**config.mk**
```make
export PLATFORM = sky130hd
export DESIGN_NAME = uart_rx_frame_ctrl
export DESIGN_NICKNAME = d
export VERILOG_FILES = /design/src/rtl/uart_rx_frame_ctrl.sv
export SDC_FILE = /design/constraint.sdc
export NUM_CORES = 1
export LEC_CHECK = 0
export ABC_AREA = 1
export ABC_CLOCK_PERIOD_IN_PS = 1800
export BUFFER_PORTS_ARGS = -buffer_cell sky130_fd_sc_hd__buf_4
export CAP_MARGIN = 0
export CORE_MARGIN = 3
export CORE_UTILIZATION = 50
export CTS_BUF_LIST = sky130_fd_sc_hd__clkbuf_8
export CTS_CLUSTER_SIZE = 16
export DETAILED_ROUTE_END_ITERATION = 12
export HOLD_SLACK_MARGIN = 0.02
export MAX_ROUTING_LAYER = met4
export PLACE_DENSITY = 0.78
export SYNTH_ARGS = -nofsm -noshare
export SYNTH_HDL_FRONTEND = slang
export SYNTH_SLANG_ARGS = --single-unit
```
**constraint.sdc**
```tcl
create_clock -name clk -period 1.8 [get_ports clk]
set_input_delay 0.36 -clock clk [delete_from_list [all_inputs] [get_ports clk]]
set_output_delay 0.36 -clock clk [all_outputs]
set_load 0.1 [all_outputs]
```
**src/rtl/uart_rx_frame_ctrl.sv**
```systemverilog
// -----------------------------------------------------------------------------
// uart_rx_frame_ctrl
//   Sequencer and back-end for the Hamming(7,4) UART receiver.
//   - Divides clk down to the receiver's 8x-baud oversample tick (rx_ena).
//   - On each new receiver frame, corrects a single-bit error in the 7-bit
//     codeword and pairs two decoded nibbles (low first) into a byte.
//   - Buffers bytes in a show-ahead FIFO with a ready/valid host interface.
//   - Reports corrected codewords, FIFO overflow and inter-nibble timeouts.
//
// Ports
//   clk, rst_n    clock; asynchronous active-low reset
//   enable        block enable; low stalls the divider and aborts pairing
//   rx_data[6:0]  codeword, bit i = Hamming position i+1
//   rx_valid      receiver frame-valid (only its rising edge is used)
//   rx_state[1:0] receiver state, 2'b00 = IDLE
//   rx_ena        one-cycle oversample tick to the receiver
//   byte_data     FIFO head byte (show-ahead)
//   byte_valid    FIFO not empty
//   byte_ready    consumer accepts byte_data when byte_valid & byte_ready
//   err_pulse     one-cycle pulse after a codeword that needed correction
//   err_count     corrected-codeword count, saturating at 255
//   overflow      sticky: a byte was dropped because the FIFO was full
//   timeout       one-cycle pulse when a dangling low nibble is discarded
//   clear_err     synchronous clear of err_count and overflow
// -----------------------------------------------------------------------------
module uart_rx_frame_ctrl #(
  parameter int CLK_DIV       = 13,
  parameter int FIFO_DEPTH    = 4,
  parameter int TIMEOUT_TICKS = 96
) (
  input  logic       clk,
  input  logic       rst_n,
  input  logic       enable,
  input  logic [6:0] rx_data,
  input  logic       rx_valid,
  input  logic [1:0] rx_state,
  output logic       rx_ena,
  output logic [7:0] byte_data,
  output logic       byte_valid,
  input  logic       byte_ready,
  output logic       err_pulse,
  output logic [7:0] err_count,
  output logic       overflow,
  output logic       timeout,
  input  logic       clear_err
);

  localparam int DIV_W = (CLK_DIV > 1) ? $clog2(CLK_DIV) : 1;
  localparam int PTR_W = (FIFO_DEPTH > 1) ? $clog2(FIFO_DEPTH) : 1;
  localparam int CNT_W = PTR_W + 1;
  localparam int TMO_W = $clog2(TIMEOUT_TICKS + 1);

  typedef enum logic {
    WAIT_LO = 1'b0,
    WAIT_HI = 1'b1
  } pair_state_e;

  // Registered state
  logic [DIV_W-1:0] div_q, div_d;
  logic             valid_prev_q, valid_prev_d;
  pair_state_e      state_q, state_d;
  logic [3:0]       lo_nib_q, lo_nib_d;
  logic [TMO_W-1:0] tmo_q, tmo_d;
  logic             err_pulse_q, err_pulse_d;
  logic [7:0]       err_count_q, err_count_d;
  logic             overflow_q, overflow_d;
  logic             timeout_q, timeout_d;
  logic [7:0]       mem_q [FIFO_DEPTH];
  logic [7:0]       mem_d [FIFO_DEPTH];
  logic [PTR_W-1:0] wr_ptr_q, wr_ptr_d;
  logic [PTR_W-1:0] rd_ptr_q, rd_ptr_d;
  logic [CNT_W-1:0] count_q, count_d;

  // Combinational helpers
  logic [2:0] syn;
  logic [6:0] corr;
  logic [3:0] nibble;
  logic       frame_edge;
  logic       push, pop, full, accept, drop;
  logic [7:0] push_data;

  // Hamming(7,4) syndrome: the value names the 1-based position in error.
  always_comb begin
    syn = {rx_data[3] ^ rx_data[4] ^ rx_data[5] ^ rx_data[6],
           rx_data[1] ^ rx_data[2] ^ rx_data[5] ^ rx_data[6],
           rx_data[0] ^ rx_data[2] ^ rx_data[4] ^ rx_data[6]};
    for (int i = 0; i < 7; i++) begin
      corr[i] = rx_data[i] ^ (syn == 3'(i + 1));
    end
    nibble = {corr[6], corr[5], corr[4], corr[2]};
  end

  // A frame is the rising edge of rx_valid; a stalled block ignores frames.
  assign frame_edge = enable & rx_valid & ~valid_prev_q;
  assign rx_ena     = enable & (div_q == DIV_W'(CLK_DIV - 1));

  assign full   = (count_q == CNT_W'(FIFO_DEPTH));
  assign pop    = (count_q != '0) & byte_ready;
  // A pop in the same cycle frees the slot, so a push into a full FIFO is kept.
  assign accept = push & (~full | pop);
  assign drop   = push & full & ~pop;

  // NOTE: every signal assigned here gets a default first, so no path leaves
  // it unassigned and no latch is inferred.
  always_comb begin
    div_d        = div_q;
    valid_prev_d = rx_valid;
    state_d      = state_q;
    lo_nib_d     = lo_nib_q;
    tmo_d        = tmo_q;
    timeout_d    = 1'b0;
    push         = 1'b0;
    push_data    = {nibble, lo_nib_q};
    mem_d        = mem_q;
    wr_ptr_d     = wr_ptr_q;
    rd_ptr_d     = rd_ptr_q;
    count_d      = count_q;

    // Oversample divider
    if (!enable)             div_d = '0;
    else if (rx_ena)         div_d = '0;
    else                     div_d = div_q + DIV_W'(1);

    // Nibble pairing
    if (!enable) begin
      state_d = WAIT_LO;
      tmo_d   = '0;
    end else begin
      unique case (state_q)
        WAIT_LO: begin
          if (frame_edge) begin
            lo_nib_d = nibble;
            tmo_d    = '0;
            state_d  = WAIT_HI;
          end
        end
        WAIT_HI: begin
          // A frame arriving in the expiry cycle takes priority over timeout.
          if (frame_edge) begin
            push    = 1'b1;
            state_d = WAIT_LO;
          end else if (rx_state != 2'b00) begin
            tmo_d = '0;
          end else if (rx_ena) begin
            if (tmo_q == TMO_W'(TIMEOUT_TICKS - 1)) begin
              timeout_d = 1'b1;
              tmo_d     = '0;
              state_d   = WAIT_LO;
            end else begin
              tmo_d = tmo_q + TMO_W'(1);
            end
          end
        end
        default: state_d = WAIT_LO;
      endcase
    end

    // Error reporting; clear wins over a coincident increment.
    err_pulse_d = frame_edge & (syn != 3'b000);
    if (clear_err)
      err_count_d = 8'd0;
    else if (err_pulse_d && err_count_q != 8'hFF)
      err_count_d = err_count_q + 8'd1;
    else
      err_count_d = err_count_q;
    overflow_d = clear_err ? 1'b0 : (overflow_q | drop);

    // FIFO; power-of-2 depth lets the pointers wrap naturally.
    if (accept) begin
      mem_d[wr_ptr_q] = push_data;
      wr_ptr_d        = wr_ptr_q + PTR_W'(1);
    end
    if (pop) rd_ptr_d = rd_ptr_q + PTR_W'(1);
    count_d = count_q + CNT_W'(accept) - CNT_W'(pop);
  end

  // NOTE: sequential state is updated only with non-blocking assignments so
  // every flop samples the pre-edge value of every other flop.
  always_ff @(posedge clk or negedge rst_n) begin
    if (!rst_n) begin
      div_q        <= '0;
      valid_prev_q <= 1'b0;
      state_q      <= WAIT_LO;
      lo_nib_q     <= '0;
      tmo_q        <= '0;
      err_pulse_q  <= 1'b0;
      err_count_q  <= '0;
      overflow_q   <= 1'b0;
      timeout_q    <= 1'b0;
      // NOTE: the storage is reset as well; it is only a few bytes and it
      // keeps byte_data at a defined 0 out of reset.
      mem_q        <= '{default: '0};
      wr_ptr_q     <= '0;
      rd_ptr_q     <= '0;
      count_q      <= '0;
    end else begin
      div_q        <= div_d;
      valid_prev_q <= valid_prev_d;
      state_q      <= state_d;
      lo_nib_q     <= lo_nib_d;
      tmo_q        <= tmo_d;
      err_pulse_q  <= err_pulse_d;
      err_count_q  <= err_count_d;
      overflow_q   <= overflow_d;
      timeout_q    <= timeout_d;
      mem_q        <= mem_d;
      wr_ptr_q     <= wr_ptr_d;
      rd_ptr_q     <= rd_ptr_d;
      count_q      <= count_d;
    end
  end

  assign byte_data  = mem_q[rd_ptr_q];
  assign byte_valid = (count_q != '0);
  assign err_pulse  = err_pulse_q;
  assign err_count  = err_count_q;
  assign overflow   = overflow_q;
  assign timeout    = timeout_q;

endmodule

```
Word-level counts from Yosys, hierarchy flattened
Index checks and enable logic that the tools add are counted.
Word-level totals
  bits in read-only memories: 0
  output and inout port bits: 21
  memories kept: 0
  input bits: 15
  word-level logic and storage cells: 107
  bits in writable memories: 0
  latch bits: 0
  flip-flop bits (word level): 67
Cells by class
  $mul: 0
  add/subtract/negate cells: 7
  mux-type cells: 33
  divide/modulo/power cells: 0
  equality and inequality tests: 11
  shift-type cells: 0
  $lt $le $gt $ge: 3
  reductions and logical operators: 8
  bitwise gates (word level): 29
Operators by type and width (number)
  two-way mux 7 bit: 6
  two-way mux 8 bit: 5
  bitwise mux 32 bit: 1
  binary-select mux 8 bit (select 2 bit): 1
  demux 8 bit (select 2 bit): 1
  two-way mux 1 bit: 15
  one-hot mux 7 bit (2 select lines): 1
  bitwise XOR 1 bit: 13
  equality test 3 bit (second input constant): 4
  adder 8 x 1 -> 8 bit (second input constant): 1
  bitwise AND 1 bit: 8
  two-way mux 4 bit: 2
  inequality test 8 bit (second input constant): 1
  adder 7 x 1 -> 7 bit (second input constant): 1
  equality test 7 bit (second input constant): 1
  >= comparator 3 bit (second input constant): 2
  inequality test 3 bit (second input constant): 2
  NOT 2 -> 3 bit: 2
  AND reduction 3 bit: 2
  nonzero test 3 bit: 2
  adder 2 x 1 -> 2 bit (second input constant): 2
  adder 4 x 1 -> 4 bit (second input constant): 1
  equality test 4 bit (second input constant): 1
  inequality test 4 x 3 -> 1 bit (second input constant): 1
  other kinds (9): 15

Longest topological paths before layout
Gate-level depths: netlist (run 1).
  depth in word-level cells: 9
  gate-level depth with buffers: 12
  mapped depth without buffers: 12

Least setup slack after synthesis (run 1)
No wires, ideal clock.
  path type: register to output
  start point: register rd_ptr_q[0]
  end point: output port byte_data[5]
  stages on the path, launching flop included: 6
  buffers on the path: 2
  arrival time: 2.487 ns
  data required time: 1.440 ns
  setup slack: -1.047 ns
  path through: dfrtp_1 > clkbuf_1 > inv_1 > clkbuf_1 > o21ai_0 > o22ai_1
On the way
  word-level cells in the longest chain between the ends: 4
Ends and longest elaborated chain
  start, declared: line 71  | logic [PTR_W-1:0] rd_ptr_q, rd_ptr_d;
  start signal, assigned: line 208  | rd_ptr_q <= rd_ptr_d;
  NOT 2 -> 3 bit (not written as such): line 213  | assign byte_data = mem_q[rd_ptr_q];
  binary-select mux 8 bit (select 2 bit): line 213
  two-way mux 8 bit (not written as such) (2 in series): line 213
  end, declared: line 38  | output logic [7:0] byte_data,
Every way passes these cells. The select of a mux whose other input is x is not followed.

Final worst setup path (run 1)
  start point: register rd_ptr_q[0]
  end point: output port byte_data[3]
The elaborated chain is that of the path after synthesis.

==> impl_summary.log, run 1 <==
[metrics] arrival time reported for the critical path endpoint: 1430 ps
[metrics] element type at the critical path start: register
[metrics] Synth top area share: 47.4%
[metrics] RePlAce Congestion: 0.864
[metrics] worst setup slack for register-to-register paths: 20 ps
[metrics] critical path start-end classification: reg2out
[metrics] Detail Placement HPWL: 5500 um
[metrics] Area Overhead vs Synth: 30.8%
[metrics] worst reg2reg path startpoint: count_q[1]
[metrics] startpoint of the tightest hold check path: rx_valid
[metrics] Crit path buffers/inverters: 2
[metrics] maximum number of pins on one net before global-route repair: 55
[metrics] dominant cell by count in the synthesized netlist: sky130_fd_sc_hd__nand2_1
[metrics] Final Hold Viols: 0
[metrics] share of total power consumed by net switching: 45.0%
[metrics] net count of the mapped netlist: 466
[metrics] Clock Pin Slew Worst Setup and Hold Paths: 60 ps
[metrics] final routed wire length divided by cell count: 12.9 um
[metrics] iteration-0 DRC count of the detailed router: 163
[metrics] utilization after layout: 67.8%
[metrics] worst hold stages: 1
[metrics] most frequent cells after synthesis: sky130_fd_sc_hd__nand2_1, sky130_fd_sc_hd__dfrtp_1, sky130_fd_sc_hd__nor2_1
[metrics] top cell type by total area after synthesis: sky130_fd_sc_hd__dfrtp_1
[metrics] terminus of the critical flop-to-flop path: count_q[1]
[metrics] clock latency at the later pin of the worst-skew pair: 340 ps
[metrics] clock network fraction of total power: 17.7%
[metrics] number of post-CTS setup repair buffers: 0
[metrics] post-route fraction of the period consumed by the critical path: 99.6%
[metrics] count of mapped cells out of synthesis: 440
[metrics] synthesized area per cell: 8.04 um^2
[metrics] share of post-route cells with drive strength above 1: 26.0%
[metrics] IR drop worst, VDD: 0.604 mV
[metrics] sequential fraction of design power: 29.7%
[metrics] count of filler cells inserted in the layout: 556
[metrics] clock tree sinks: 67
[metrics] Slew @ Worst Pin: 329 ps
[metrics] status: completed
[metrics] number of antenna violations at the first check in global routing: 0
[metrics] worst-case clock buffer depth: 2
[metrics] Max stage delay on crit path: 440 ps
[metrics] number of synthesized flops with an enable pin: 0
[metrics] PwrDens: 1500 mW/mm^2
[metrics] post-synthesis cell area: 0.00354 mm^2
[metrics] max-slew violations: 0
[metrics] cell at the root of the clock tree: sky130_fd_sc_hd__clkbuf_8
[metrics] Seq cells post-synth: 67
[metrics] number of global-route vias before repair: 3,031
[metrics] wire length of the first global-routing pass: 13,600 um
[metrics] number of buffers created by CTS: 9
[metrics] minimum clock period: 1790 ps
[metrics] initial cell density of the core: 51.8%
[metrics] fin nets: 525
[metrics] H-Tree Level Count: 3
[metrics] cell class contributing the biggest share of worst-path delay: flip-flops
[metrics] total placed instance area: 0.00422 mm^2
[metrics] count of unique library cells instantiated by Yosys: 32
[metrics] TritonCTS clock tree: yes
[metrics] number of warnings issued by yosys: 0
[metrics] hold path endpoint: valid_prev_q
[metrics] top cells by area, synth: sky130_fd_sc_hd__dfrtp_1, sky130_fd_sc_hd__nand2_1, sky130_fd_sc_hd__nor2_1
[metrics] number of ports placed on the die boundary: 36
[metrics] share of power burned in combinational logic: 52.5%
[metrics] Primary FF master, synth: sky130_fd_sc_hd__dfrtp_1
[metrics] worst-case reg-to-reg path depth: 7
[metrics] critical path peak fanout: 8
[metrics] Die Outline Area: 0.00812 mm^2
[metrics] Critical-path top delay cell: sky130_fd_sc_hd__dfrtp_2
[metrics] worst endpoint required time: 1440 ps
[metrics] cells along the critical path: buf_6, o21ai_2, o22ai_4, buf_12
[metrics] Max Clock Freq: 0.558 GHz
[metrics] max_slew headroom: 78.0%
[metrics] Design Area, Final: 0.00463 mm^2
[metrics] count of buffers inserted at the top-level ports: 35
[metrics] Async SR Flop Fraction: 100%
[metrics] core region area: 0.00683 mm^2
[metrics] path type of the worst min-delay path: in2reg
[metrics] num rows: 30
[metrics] total overflow reported by the global router: 0
[metrics] Lkg Pwr: 2.36 nW
[metrics] unrepaired setup endpoints after global routing: true
[metrics] final WL: 7700 um
[metrics] antenna violation net count after detailed routing: 0
[metrics] vias per inst: 5.07
[metrics] router iterations before antenna repair: 4
[metrics] Internal Dissipation: 0.00383 W
[metrics] Die Height: 90.1 um
[metrics] # setup viols final: 0
[metrics] final cell count without fillers: 599
[metrics] maximum capacitance violations: 0
[metrics] DRC violations left: 0
[metrics] type of destination of the critical path: primary output
[metrics] Inst Count DP: 583
[metrics] via count: 3,037
[metrics] switching pwr: 0.00313 W
[metrics] clk_skew: 9.38 ps
[metrics] antenna cells: 0
[metrics] Global Route Usage Sum: 21.1%
[metrics] fraction of the yosys area taken by sequential cells: 47.4%
[metrics] horizontal die dimension: 90.1 um
-- area by class of cell --
type,instances,area [um^2],share of cell area [%]
Multi-Input combinational cell,323,1910,41.2
Sequential cell,67,1690,36.5
Timing Repair Buffer,53,533,11.5
Inverter,45,186,4.03
Clock buffer,11,151,3.27
Tap cell,96,120,2.59
Clock inverter,4,42.5,0.919
-- timing repair --
| item | 4_1_cts | 5_1_grt |
|---|---|---|
| endpoints found under the setup margin | 11 | 11 |
| gates cloned | 0 | 0 |
| endpoints found under the hold margin | 13 | 0 |
| pin swaps | 2 | 1 |
| gates resized for setup | 64 | 3 |
| hold buffers | 1 | 0 |
-- metrics by stage --
| step | hold WS, ps | worst slack (ps) | power [W] | setup TNS [ps] |
|---|---|---|---|---|
| CTS | 177 | -12.2 | 0.00695 | -28.2 |
| global placement | 226 | -97.6 | 0.00505 | -161 |
| finish | 185 | 7.38 | 0.00697 | 0 |
| detailed placement | 228 | -115 | 0.00514 | -194 |
| global route | 179 | -54.1 | 0.00733 | -429 |
| floorplan | 64.4 | -97.4 | 0.00446 | -198 |
-- layout by cell type, fill, tap and decap left out, types with 3 or more instances in the layout --
| cell type | n |
|---|---|
| sky130_fd_sc_hd__inv_2 | 10 |
| sky130_fd_sc_hd__o21ai_2 | 9 |
| sky130_fd_sc_hd__a21oi_1 | 4 |
| sky130_fd_sc_hd__dfrtp_2 | 4 |
| sky130_fd_sc_hd__nor2_1 | 38 |
| sky130_fd_sc_hd__nor2_2 | 7 |
| sky130_fd_sc_hd__o21ai_0 | 6 |
| sky130_fd_sc_hd__ha_1 | 8 |
| sky130_fd_sc_hd__xor2_1 | 10 |
| sky130_fd_sc_hd__nand3_1 | 27 |
| sky130_fd_sc_hd__buf_12 | 10 |
| sky130_fd_sc_hd__inv_1 | 31 |
| sky130_fd_sc_hd__o21ai_1 | 15 |
| sky130_fd_sc_hd__clkbuf_8 | 11 |
| sky130_fd_sc_hd__dfrtp_1 | 61 |
| sky130_fd_sc_hd__buf_4 | 40 |
| sky130_fd_sc_hd__nor2_4 | 3 |
| sky130_fd_sc_hd__a31oi_1 | 3 |
| sky130_fd_sc_hd__o21ai_4 | 3 |
| sky130_fd_sc_hd__nand4_1 | 7 |
| sky130_fd_sc_hd__xnor2_1 | 5 |
| sky130_fd_sc_hd__nand2_1 | 151 |
| sky130_fd_sc_hd__nor2_8 | 4 |
| sky130_fd_sc_hd__o22ai_4 | 8 |
| sky130_fd_sc_hd__inv_4 | 3 |
-- power by group through the flow --
stage / Sequential [W] / Clock, W / Combinational [W]
6_report: 0.00207 / 0.00124 / 0.00366
4_1_cts: 0.00206 / 0.00126 / 0.00363
3_5_place_dp: 0.00205 / 0 / 0.00309
5_1_grt: 0.00212 / 0.00132 / 0.00389
2_1_floorplan: 0.00209 / 0 / 0.00238
3_3_place_gp: 0.00204 / 0 / 0.00301
-- sequential cells by signal, indices dropped and copies added, names as in the netlist --
| signal | cells |
|---|---|
| count_q | 3 |
| div_q | 4 |
| err_count | 8 |
| err_pulse | 1 |
| lo_nib_q | 4 |
| mem_q | 32 |
| overflow | 1 |
| rd_ptr_q | 2 |
| state_q | 1 |
| timeout | 1 |
| tmo_q | 7 |
| valid_prev_q | 1 |
| wr_ptr_q | 2 |
-- cells by family (layout without fill, tap and decap cells) --
family | after synthesis | after routing | share of synthesized area, %
fa+ha+maj | 11 | 11 | 4.10
simple gates | 249 | 249 | 31.6
flops | 67 | 67 | 47.4
xor+xnor | 15 | 15 | 3.71
compound gates | 48 | 48 | 7.60
buf+inv | 50 | 113 | 5.59
-- routing by layer --
metal,share of wire (%),track usage [%],vias to the layer above
met5,0,-,-
met4,1.6,8.29,0
met3,4.6,2.59,12
met2,50,35.0,64
met1,43,26.4,1434
li1,-,-,1527
-- how the worst max path moves through the flow --
stage / start / endpoint / cells past startpoint
2_1_floorplan: rx_valid / count_q[2] / 10
3_3_place_gp: enable / count_q[2] / 11
3_5_place_dp: rx_valid / count_q[2] / 11
4_1_cts: rd_ptr_q[0] / byte_data[2] / 4
5_1_grt: count_q[1] / count_q[1] / 7
6_report: rd_ptr_q[0] / byte_data[3] / 4
Note: power is estimated with default switching activity, not from simulation.
==> run 2: changes to the inputs <==
--- a/config.mk
+++ b/config.mk
@@ -6,9 +6,9 @@
 export NUM_CORES = 1
 export LEC_CHECK = 0
 export ABC_AREA = 1
-export ABC_CLOCK_PERIOD_IN_PS = 1800
+export ABC_CLOCK_PERIOD_IN_PS = 1700
 export BUFFER_PORTS_ARGS = -buffer_cell sky130_fd_sc_hd__buf_4
-export CAP_MARGIN = 0
+export CAP_MARGIN = 20
 export CORE_MARGIN = 3
 export CORE_UTILIZATION = 50
 export CTS_BUF_LIST = sky130_fd_sc_hd__clkbuf_8
@@ -16,7 +16,7 @@
 export DETAILED_ROUTE_END_ITERATION = 12
 export HOLD_SLACK_MARGIN = 0.02
 export MAX_ROUTING_LAYER = met4
-export PLACE_DENSITY = 0.78
+export PLACE_DENSITY = 0.75
 export SYNTH_ARGS = -nofsm -noshare
 export SYNTH_HDL_FRONTEND = slang
 export SYNTH_SLANG_ARGS = --single-unit
==> constraint.sdc (replaced) <==
create_clock -name clk -period 1.7 [get_ports clk]
set_input_delay 0.34 -clock clk [delete_from_list [all_inputs] [get_ports clk]]
set_output_delay 0.34 -clock clk [all_outputs]
set_load 0.1 [all_outputs]
==> run 2 against run 1 <==
Net effect: utilization up 3.3 points; the flow now finishes with violations (negative setup slack); sequential share of layout area decreased by 1.7 points; global-route usage rose by 1.4 points; highest routed layer unchanged; design area increased by 4.9%.
==> impl_summary.log, run 2 (synthesized netlist as in run 1, its figures left out) <==
[metrics] vias per inst: 5.06 (-0.15%)
[metrics] initial cell density of the core: 51.8% (unchanged)
[metrics] worst setup slack for register-to-register paths: -60 ps (-80 ps)
[metrics] # setup viols final: 10 (+10)
[metrics] via count: 3,149 (+3.7%)
[metrics] Critical-path top delay cell: sky130_fd_sc_hd__dfrtp_2
[metrics] overall power of the completed layout: 0.00760 W (+9.1%)
[metrics] top library cells by usage in the layout, fill and taps aside: sky130_fd_sc_hd__nand2_1, sky130_fd_sc_hd__buf_4, sky130_fd_sc_hd__dfrtp_1
[metrics] number of global-route vias before repair: 3,067 (+1.2%)
[metrics] max-slew violations: 0 (unchanged)
[metrics] share of post-route cells with drive strength above 1: 31.2% (+5.1 points)
[metrics] DRC violations left: 0 (unchanged)
[metrics] type of destination of the critical path: primary output
[metrics] H-Tree Level Count: 3 (unchanged)
[metrics] violations in the final reports: negative setup slack
[metrics] maximum number of pins on one net before global-route repair: 38 (-31%)
[metrics] horizontal die dimension: 90.1 um (unchanged)
[metrics] Lkg Pwr: 2.48 nW (+4.9%)
[metrics] antenna cells: 0 (unchanged)
[metrics] clock latency at the later pin of the worst-skew pair: 330 ps (about the same)
[metrics] Area Overhead vs Synth: 37.3%
[metrics] launching instance or port of the critical path: rd_ptr_q[0]
[metrics] final WL: 8590 um (+11%)
[metrics] Detail Placement HPWL: 5760 um (+4.8%)
[metrics] critical path capture point: byte_data[6]
[metrics] wire length of the first global-routing pass: 14,400 um (+5.6%)
[metrics] element type at the critical path start: register
[metrics] worst hold stages: 1 (unchanged)
[metrics] final routed wire length divided by cell count: 13.8 um (+7.3%)
[metrics] num rows: 30 (unchanged)
[metrics] cell at the root of the clock tree: sky130_fd_sc_hd__clkbuf_8
[metrics] count of buffers inserted at the top-level ports: 35 (unchanged)
[metrics] iteration-0 DRC count of the detailed router: 178 (+9.2%)
[metrics] unrepaired setup endpoints after global routing: true
[metrics] PwrDens: 1570 mW/mm^2 (+4.0%)
[metrics] Global Route Usage Sum: 22.5% (+1.4 points)
[metrics] max_slew headroom: 77.6% (-0.40 points)
[metrics] clock tree sinks: 67 (unchanged)
[metrics] Max Clock Freq: 0.548 GHz
[metrics] Die Outline Area: 0.00812 mm^2 (unchanged)
[metrics] cells along the critical path: inv_8, buf_4, o21ai_2, o22ai_4, buf_12
[metrics] antenna violation net count after detailed routing: 0 (unchanged)
[metrics] arrival time reported for the critical path endpoint: 1480 ps (+50 ps)
[metrics] number of antenna violations at the first check in global routing: 0 (unchanged)
[metrics] post-route fraction of the period consumed by the critical path: 107%
[metrics] number of flip-flops in the largest register: 32 (unchanged)
[metrics] worst-case reg-to-reg path depth: 9 (+2)
[metrics] worst-case clock buffer depth: 2 (unchanged)
[metrics] clk_skew: 7.27 ps (-2.11 ps)
[metrics] most common library cell in the layout ignoring fill and taps: sky130_fd_sc_hd__nand2_1
[metrics] total overflow reported by the global router: 0 (unchanged)
[metrics] TritonCTS clock tree: yes
[metrics] critical path start-end classification: reg2out
[metrics] minimum clock period: 1820 ps
[metrics] Die Height: 90.1 um (unchanged)
[metrics] maximum capacitance violations: 0 (unchanged)
[metrics] terminus of the critical flop-to-flop path: count_q[2]
[metrics] Clock Pin Slew Worst Setup and Hold Paths: 70 ps (about the same)
[metrics] fin nets: 548 (+4.4%)
[metrics] core region area: 0.00683 mm^2 (unchanged)
[metrics] Max stage delay on crit path: 470 ps (+30 ps)
[metrics] number of buffers created by CTS: 9 (unchanged)
[metrics] count of filler cells inserted in the layout: 534 (-4.0%)
[metrics] Slew @ Worst Pin: 335 ps (+6.01 ps)
[metrics] Final TNS setup: -979 ps (-979 ps)
[metrics] DP Worst Slack: -219 ps (-104 ps)
[metrics] number of ports placed on the die boundary: 36 (unchanged)
[metrics] RePlAce Congestion: 0.875 (+1.2%)
[metrics] path type of the worst min-delay path: in2reg
[metrics] Biggest register: mem_q
[metrics] router iterations before antenna repair: 4 (unchanged)
[metrics] Final Hold Viols: 0 (unchanged)
[metrics] critical path peak fanout: 16 (+8)
[metrics] worst setup slack after layout: -124 ps (-131 ps)
[metrics] worst endpoint required time: 1360 ps (-80 ps)
[metrics] status: finished, violations left
[metrics] IR drop worst, VDD: 0.617 mV (+2.2%)
[metrics] worst reg2reg path startpoint: valid_prev_q
==> run 2: repair_timing <==
item | 4_1_cts | 5_1_grt
gates cloned | 0 | 1
hold endpoints to repair | 13 | 0
hold buffers | 1 | 0
setup endpoints to repair | 11 | 24
buffers inserted | 5 | 7
pin swaps | 3 | 11
gates resized for setup | 41 | 37
==> run 2: cell type report <==
cell class / count / area [um^2] / area share, %
tap: 96 / 120 / 2.47
multi-input combinational: 323 / 1960 / 40.3
clock inverter: 4 / 42.5 / 0.876
inverter: 45 / 189 / 3.89
timing repair buffer: 76 / 707 / 14.6
clock buffer: 11 / 151 / 3.12
sequential: 67 / 1690 / 34.8
==> run 2: metrics by stage <==
| stage | std cells | cell area [um^2] | hold slack, ps | util, % |
|---|---|---|---|---|
| 6_report | 622 | 4860 | 162 | 71.1 |
| 5_1_grt | 622 | 4860 | 149 | 71.1 |
| 4_1_cts | 614 | 4690 | 147 | 68.6 |
| 3_5_place_dp | 593 | 4320 | 219 | 63.2 |
| 3_3_place_gp | 593 | 4320 | 213 | 63.2 |
| 2_1_floorplan | 440 | 3760 | 44.4 | - |
==> run 2: critical path: cells and delay by family, from the launching register on <==
family,cells,cell delay [ps]
DFF,1,470
buffers and inverters,3,450
AOI/OAI and AO/OA,2,220
==> run 2: report_power, final <==
| group | total, W | switching [W] | internal, W |
|---|---|---|---|
| clock | 0.00131 | 0.000569 | 0.000737 |
| sequential | 0.00219 | 0.000265 | 0.00193 |
| combinational | 0.00410 | 0.00257 | 0.00153 |
==> run 2: worst min path at each step <==
stage / startpoint / to / slack (ps)
after floorplan: rst_n / count_q[0] / 40
after global placement: rst_n / err_count[3] / 210
after detailed placement: rst_n / err_count[7] / 220
after CTS: rx_valid / valid_prev_q / 150
after global routing: rx_valid / valid_prev_q / 150
final: rx_valid / valid_prev_q / 160
==> run 2: routing by layer <==
| metal | up-vias | wire length [um] | global-route usage [%] |
|---|---|---|---|
| li1 | 1574 | - | - |
| met1 | 1502 | 3730 | 29.0 |
| met2 | 63 | 4390 | 36.8 |
| met3 | 10 | 333 | 2.85 |
| met4 | 0 | 127 | 8.04 |
| met5 | - | 0 | - |
